==> config.mk <==
export PLATFORM = sky130hd
export DESIGN_NAME = rand_num_reader_flat
export DESIGN_NICKNAME = d
export VERILOG_FILES = /design/src/rtl/rand_num_reader_if.sv /design/src/rtl/rand_num_reader.sv /design/src/flat_wrapper.sv
export SDC_FILE = /design/constraint.sdc
export NUM_CORES = 1
export LEC_CHECK = 0
export CELL_PAD_IN_SITES_DETAIL_PLACEMENT = 2
export CELL_PAD_IN_SITES_GLOBAL_PLACEMENT = 2
export CORE_ASPECT_RATIO = 0.8
export CORE_MARGIN = 3
export CORE_UTILIZATION = 25
export DETAILED_ROUTE_END_ITERATION = 16
export PLACE_DENSITY_LB_ADDON = 0.15
export REMOVE_ABC_BUFFERS = 1
export SETUP_SLACK_MARGIN = 0.05
export SLEW_MARGIN = 5
export SYNTH_ARGS = -nofsm -noshare
export SYNTH_HDL_FRONTEND = slang
export SYNTH_SLANG_ARGS = --single-unit
export TNS_END_PERCENT = 10
==> constraint.sdc <==
create_clock -name clk -period 2.14 [get_ports clk]
set_input_delay 0.321 -clock clk [delete_from_list [all_inputs] [get_ports clk]]
set_output_delay 0.321 -clock clk [all_outputs]
set_load 0.1 [all_outputs]
==> src/rtl/rand_num_reader_if.sv <==
// Bundle of the reader's seed, ROM and spawn-handshake signals.
// The master side is the reader; the slave side is ROM, game logic and cake spawner.
interface rand_num_reader_if;
  logic       seed_load;
  logic [7:0] seed;
  logic [7:0] rom_addr;
  logic [7:0] rom_data;
  logic       rand_valid;
  logic       rand_ready;
  logic [7:0] rand_value;
  logic       wrapped;

  modport master (
    input  seed_load, seed, rom_data, rand_ready,
    output rom_addr, rand_valid, rand_value, wrapped
  );

  modport slave (
    output seed_load, seed, rom_data, rand_ready,
    input  rom_addr, rand_valid, rand_value, wrapped
  );
endinterface

==> src/rtl/rand_num_reader.sv <==
// Walks the one-cycle-latency random-number ROM and clamps each word into the
// playfield X range, offering it to the cake spawner over valid/ready.
module rand_num_reader #(
  parameter int TABLE_LEN = 145,
  parameter int X_MIN     = 16,
  parameter int X_MAX     = 140
) (
  input logic               clk,
  input logic               rst,
  rand_num_reader_if.master bus
);
  localparam logic [7:0] LAST_IDX   = 8'(TABLE_LEN - 1);
  localparam logic [8:0] TABLE_LEN9 = 9'(TABLE_LEN);
  localparam logic [7:0] X_MIN8     = 8'(X_MIN);
  localparam logic [7:0] X_MAX8     = 8'(X_MAX);

  typedef enum logic [1:0] {ISSUE, WAIT, HOLD} state_e;

  state_e     state_q, state_d;
  logic [7:0] ptr_q, ptr_d;
  logic [7:0] value_q, value_d;
  logic       valid_q, valid_d;
  logic       wrapped_q, wrapped_d;

  function automatic logic [7:0] clamp(input logic [7:0] d);
    if (d < X_MIN8) return X_MIN8;
    if (d > X_MAX8) return X_MAX8;
    return d;
  endfunction

  always_ff @(posedge clk or posedge rst) begin
    if (rst) begin
      state_q   <= ISSUE;
      ptr_q     <= 8'd0;
      value_q   <= 8'd0;
      valid_q   <= 1'b0;
      wrapped_q <= 1'b0;
    end else begin
      state_q   <= state_d;
      ptr_q     <= ptr_d;
      value_q   <= value_d;
      valid_q   <= valid_d;
      wrapped_q <= wrapped_d;
    end
  end

  // Seed load overrides every state and discards any fetch still in flight.
  always_comb begin
    state_d   = state_q;
    ptr_d     = ptr_q;
    value_d   = value_q;
    valid_d   = valid_q;
    wrapped_d = 1'b0;
    if (bus.seed_load) begin
      ptr_d   = ({1'b0, bus.seed} < TABLE_LEN9) ? bus.seed : 8'd0;
      valid_d = 1'b0;
      state_d = ISSUE;
    end else begin
      case (state_q)
        ISSUE: state_d = WAIT;
        WAIT: begin
          value_d   = clamp(bus.rom_data);
          valid_d   = 1'b1;
          ptr_d     = (ptr_q == LAST_IDX) ? 8'd0 : ptr_q + 8'd1;
          wrapped_d = (ptr_q == LAST_IDX);
          state_d   = HOLD;
        end
        HOLD: begin
          if (bus.rand_ready) begin
            valid_d = 1'b0;
            state_d = ISSUE;
          end
        end
        default: state_d = ISSUE;
      endcase
    end
  end

  // The pointer register doubles as the registered ROM address.
  assign bus.rom_addr   = ptr_q;
  assign bus.rand_valid = valid_q;
  assign bus.rand_value = value_q;
  assign bus.wrapped    = wrapped_q;
endmodule

==> src/flat_wrapper.sv <==
// flat-port wrapper written by rule: the top's interface ports become plain ports
module rand_num_reader_flat 
#(
  parameter int TABLE_LEN = 145,
  parameter int X_MIN     = 16,
  parameter int X_MAX     = 140
)
  (clk, rst, bus_seed_load, bus_seed, bus_rom_data, bus_rand_ready, bus_rom_addr, bus_rand_valid, bus_rand_value, bus_wrapped);
  rand_num_reader_if bus_i ();
  input logic clk;
  input logic rst;
  input wire logic [$bits(bus_i.seed_load)-1:0] bus_seed_load;
  input wire logic [$bits(bus_i.seed)-1:0] bus_seed;
  input wire logic [$bits(bus_i.rom_data)-1:0] bus_rom_data;
  input wire logic [$bits(bus_i.rand_ready)-1:0] bus_rand_ready;
  output wire logic [$bits(bus_i.rom_addr)-1:0] bus_rom_addr;
  output wire logic [$bits(bus_i.rand_valid)-1:0] bus_rand_valid;
  output wire logic [$bits(bus_i.rand_value)-1:0] bus_rand_value;
  output wire logic [$bits(bus_i.wrapped)-1:0] bus_wrapped;
  assign bus_i.seed_load = bus_seed_load;
  assign bus_i.seed = bus_seed;
  assign bus_i.rom_data = bus_rom_data;
  assign bus_i.rand_ready = bus_rand_ready;
  assign bus_rom_addr = bus_i.rom_addr;
  assign bus_rand_valid = bus_i.rand_valid;
  assign bus_rand_value = bus_i.rand_value;
  assign bus_wrapped = bus_i.wrapped;
  rand_num_reader #(.TABLE_LEN(TABLE_LEN), .X_MIN(X_MIN), .X_MAX(X_MAX)) u_core (.clk(clk), .rst(rst), .bus(bus_i));
endmodule
* After elaboration in Yosys (flattened, before gate mapping)
Index checks and enable logic that the tools add are counted.
** Word-level totals
- Logic and storage cells :: 42
- Bits in latches :: 0
- Memories :: 0
- Bits in read-only memories :: 0
- Bits in registers :: 20
- Input bits :: 20
- Bits in writable memories :: 0
- Output and inout port bits :: 18
** Cells by class
- Bitwise gates (word level) :: 1
- $mul :: 0
- Add/sub/neg operators :: 1
- Reductions and logical operators :: 5
- Magnitude comparators :: 3
- Muxes and demuxes :: 23
- Equal/unequal tests :: 4
- Shifts and indexed selects :: 0
- Div/mod/pow operators :: 0
** Operator list (count)
- 8-bit 2-to-1 mux :: 8
- 1-bit 2-to-1 mux :: 11
- 8-bit by 1-bit adder with 8-bit output (second input constant) :: 1
- 8-bit equality test (second input constant) :: 1
- 8-bit greater-than comparator (second input constant) :: 1
- 8-bit by 5-bit < comparator with 1-bit output (second input constant) :: 1
- 8-bit < comparator (second input constant) :: 1
- 2-bit one-hot mux with 3 select lines :: 1
- 2-bit 2-to-1 mux :: 2
- 2-bit AND reduction :: 2
- 3-bit != test (second input constant) :: 1
- 3-bit nonzero test :: 1
- 2-bit by 1-bit equality test with 1-bit output (second input constant) :: 1
- 2-bit equality test (second input constant) :: 1
- 2-bit zero test :: 1
- 1-bit one-hot mux with 2 select lines :: 1
- 2-bit nonzero test :: 1
- 1-bit NOT :: 1

* Logic depth before layout (Yosys ltp)
- Depth in word-level cells :: 9
- Mapped depth :: 6
- Mapped depth without buffers :: 6

* Least setup slack after synthesis
OpenSTA, ideal clock, no wires.
- Path kind :: reg-to-reg
- Start :: register u_core.ptr_q[0] (netlist: u_core.bus.rom_addr[0])
- End :: register u_core.ptr_q[6] (netlist: u_core.bus.rom_addr[6])
- Library setup time :: 87 ps
- Stages on the path, launching flop included :: 7
- Arrival time :: 2223 ps
- Data required time :: 2053 ps
- Setup slack :: -169 ps
- Clock period less this slack :: 2309 ps
- Path buffers :: 0
- Cells stage by stage :: dfrtp_1 > inv_1 > ha_1 > and4bb_2 > a21oi_1 > or4b_1 > o211ai_1
** On the way
- Longest elaborated chain between the ends :: 4
- Elaborated cells on any way between the ends :: 5
- Those cells by class :: add/sub (1); eq/ne (1); mux (3)
** RTL lines
- from (decl) :: line rand_num_reader.sv:20 : logic [7:0] ptr_q, ptr_d;
- from (signal assigned) :: line rand_num_reader.sv:40 : ptr_q <= ptr_d;
- 8-bit by 1-bit adder with 8-bit output / 8-bit equality test (equally long branches) :: line rand_num_reader.sv:64 : ptr_d = (ptr_q == LAST_IDX) ? 8'd0 : ptr_q + 8'd1;
- 8-bit 2-to-1 mux (*) :: line rand_num_reader.sv:64
- 8-bit 2-to-1 mux (*) :: line rand_num_reader.sv:59 : case (state_q)
- 8-bit 2-to-1 mux (*) :: line rand_num_reader.sv:54 : if (bus.seed_load) begin
Mark *: on every way between the ends. The rest lies on a longest branch, timed or not. The select of a mux whose other input is x is not followed.
A chain may end at the register's enable or synchronous reset.

* Worst setup path in the final report
- Start :: input port bus_seed[2]
- End :: register u_core.ptr_q[3] (netlist: u_core.bus.rom_addr[3])
** On the way
- Longest elaborated chain between the ends :: 3
** RTL lines
- from (decl) :: line flat_wrapper.sv:13 : input wire logic [$bits(bus_i.seed)-1:0] bus_seed;
- 8-bit < comparator :: line rand_num_reader.sv:55 : ptr_d = ({1'b0, bus.seed} < TABLE_LEN9) ? bus.seed : 8'd0;
- 8-bit 2-to-1 mux :: line rand_num_reader.sv:55
- 8-bit 2-to-1 mux :: line rand_num_reader.sv:54
Every way passes these cells.

==> parameters.txt <==
Parameter                              Value

Clock network
  Buffers from clock root to sink, at most    2
  Num CTS Buffers    3
  Cts repair resizes    0
  Clk sink count    20
  CTS tree    built
  Number of H-tree levels    1
  Post-CTS setup-driven buffer insertion count    0
  Source-to-sink clock delay at the later pin of the worst-skew pair    260 ps
  CTS clk-pin slew, worst paths    70 ps
  Clock root buffer    sky130_fd_sc_hd__clkbuf_8
  Cts hold-fix bufs    0

Placed design
  Gp weighted congestion    0.766
  Worst slack at placement    -7.54 ps
  Final HPWL from detailed placement    2.84 mm
  Port buffer count    37

Floorplan
  Effective utilization at floorplan    27.0%
  I/O pin cnt    38
  Die area    5090 um2
  Core region area    3950 um2
  Die extent in y    64.4 um
  Std cell rows    20
  Horizontal die dimension    79.1 um

Yosys
  Share of Yosys cell area claimed by the top area cell type    46.9%
  Share of synthesized registers carrying an async set or reset    100%
  Post-synthesis instance area    1070 um2
  Area leader, netlist    sky130_fd_sc_hd__dfrtp_1
  Post-Synthesis Cells    114
  Number of distinct library cells after synthesis    40
  Prevailing post-synth register cell    sky130_fd_sc_hd__dfrtp_1
  Part of the Yosys area used for sequential elements    46.9%
  Number of synthesized register bits    20
  YS warnings    0
  Post-synthesis average cell area    9.36 um2
  Number of enable-type register cells in the synthesized netlist    0
  Synth top area cells    sky130_fd_sc_hd__dfrtp_1 47%, sky130_fd_sc_hd__nand2_1 5.3%, sky130_fd_sc_hd__a21oi_1 4.7%

Setup path
  Startpoint type of the worst setup path    primary input
  Setup CP Type    primary input to register
  CP endpoint kind    register
  Critical Path RT    2340 ps
  Worst path arrival time    2090 ps
  Maximum fanout along the worst path    5

Cells and area
  Net count reported at finish    181
  P&R area growth vs syn    44.2%
  Ratio of cells with drive above 1 in the final layout    19.7%
  Diode count    0

Timing
  Setup slack after layout    250 ps
  Tightest slew margin relative to the limit    69.3%
  Unrepaired setup endpoints after global routing    no
  Time the worst path needs with I/O delays and setup    1890 ps
  Worst hold slack    396 ps
  Setup TNS Final    0 ps
  Max-slew violation count    0
  Clock Skews    0.999 ps
  Transition at the pin with the smallest max-transition slack    460 ps
  Hold violation total from the final report    0
  Final worst-path cycle share    88.3%
  FMAX    0.529 GHz
  Final setup vio count    0

Power
  Peak VDD IR    0.387 mV
  Cell area power density    948 nW/um2
  Leakage    0.707 nW
  Total power draw    1.46 mW

Route
  Detail Route met2 WL    1.58 mm
  Final wirelength    3.54 mm
  Top Layer Used    met4
  Wl on met1    1.75 mm
  DR DRC count    0
  Final antenna-violating net count    0
  First-pass detailed-route iteration total    4
  Met3 Routed Length    187 um
  Vias per cell    4.89
  Routed len/inst    16.7 um
  Vias after detailed routing    1,036
  Violation count after the first detailed-route iteration    29

GRT
  Via count of the first global-routing pass    1,111
  Pin count of the biggest net entering global routing    21
  First-pass GRT wire length    5.89 mm
  Global-route usage over all layers    14.8%
  Total global routing overflow    0
  Number of antenna violations at the first check in global routing    0

Hold path
  Path type of the worst min-delay path    primary input to async pin

Run
  # Max-Cap Violations    0

Outcome
  Run status    finished clean
-- cells in the final DEF (no fill, tap or decap), types with 2 or more instances in the layout --
| cell | instances |
|---|---|
| sky130_fd_sc_hd__nand4_1 | 2 |
| sky130_fd_sc_hd__nand3_1 | 4 |
| sky130_fd_sc_hd__or3_1 | 3 |
| sky130_fd_sc_hd__and3_1 | 3 |
| sky130_fd_sc_hd__nor3_1 | 2 |
| sky130_fd_sc_hd__maj3_1 | 2 |
| sky130_fd_sc_hd__clkdlybuf4s50_1 | 19 |
| sky130_fd_sc_hd__a21o_1 | 2 |
| sky130_fd_sc_hd__nand2_1 | 15 |
| sky130_fd_sc_hd__a22o_1 | 3 |
| sky130_fd_sc_hd__a221o_1 | 2 |
| sky130_fd_sc_hd__a21oi_1 | 10 |
| sky130_fd_sc_hd__buf_4 | 25 |
| sky130_fd_sc_hd__clkbuf_8 | 3 |
| sky130_fd_sc_hd__nor2_1 | 5 |
| sky130_fd_sc_hd__dfrtp_1 | 20 |
| sky130_fd_sc_hd__o21ai_0 | 3 |
| sky130_fd_sc_hd__inv_1 | 8 |
| sky130_fd_sc_hd__ha_1 | 2 |
| sky130_fd_sc_hd__o211ai_1 | 2 |
| sky130_fd_sc_hd__nand2b_1 | 3 |
-- kinds of logic (layout without fill, tap and decap cells) --
group,count (synthesis),count (layout),share of synthesized area (%)
and+or+nand+nor,46,46,23.3
AOI/OAI and AO/OA,31,31,20.4
DFF,20,20,46.9
buffers and inverters,12,55,4.34
adders and majority gates,4,4,4.22
xor gates and xnor gates,1,1,0.821
-- through the flow --
step	util (%)	instances	area, um2
detailed placement	37.9	209	1500
finish	38.9	212	1540
global placement	37.9	209	1500
floorplan	-	110	1050
global route	38.9	212	1540
CTS	38.9	212	1540
-- synth_stat cells (all sizes together), types with 2 or more instances --
cell type / n
nor3: 2
nor2: 5
o211ai: 3
a22o: 3
and3: 3
nand2: 15
nand4: 2
or3: 3
o21ai: 3
maj3: 2
clkbuf: 2
ha: 2
a21oi: 10
nand3: 4
buf: 2
dfrtp: 20
a21o: 2
nand2b: 3
a221o: 2
inv: 8
-- sequential cells by signal, indices dropped and copies added (netlist names) --
name / cells
u_core.bus.wrapped: 1
u_core.bus.rand_value: 8
u_core.bus.rom_addr: 8
u_core.state_q: 2
u_core.bus.rand_valid: 1
-- final timing paths --
| path | slack (ps) | cells past startpoint | endpoint | from |
|---|---|---|---|---|
| max | 250 | 5 | u_core.bus.rom_addr[3] | bus_seed[2] |
| min | 400 | 3 | u_core.bus.rom_addr[6] | rst |
| max reg2reg | 340 | 6 | u_core.bus.rom_addr[6] | u_core.bus.rom_addr[1] |
| min reg2reg | 470 | 2 | u_core.bus.rand_value[2] | u_core.bus.rand_value[2] |
| max in group asynchronous | 1530 | 3 | u_core.bus.rom_addr[3] | rst |
| min in group clk | 470 | 2 | u_core.bus.rand_value[2] | u_core.bus.rand_value[2] |
-- worst max-delay path, stage by stage --
cell and delay [ps]:
sky130_fd_sc_hd__clkdlybuf4s50_1 420, sky130_fd_sc_hd__or4_1 540, sky130_fd_sc_hd__a211oi_1 360, sky130_fd_sc_hd__o21a_1 270, sky130_fd_sc_hd__a221o_1 180
-- layer usage --
metal / up-vias / GRT usage (%)
li1: 503 / -
met1: 503 / 21.3
met2: 26 / 22.9
met3: 4 / 3.47
met4: 0 / 2.58
met5: - / 0
-- cell type report --
| type | count | area [um2] |
|---|---|---|
| clock buffers | 3 | 41.3 |
| repair buffers | 44 | 378 |
| multi-input cells | 82 | 520 |
| flip-flops and latches | 20 | 500 |
| well taps | 55 | 68.8 |
| inverters | 8 | 30.0 |
| fillers | 465 | 2410 |
-- power by group --
| group | switching [mW] | internal, mW |
|---|---|---|
| Sequential | 0.0536 | 0.437 |
| Clock | 0.125 | 0.126 |
| Combinational | 0.545 | 0.173 |
| Total | 0.724 | 0.735 |
Power figures use the tool's default switching activity.
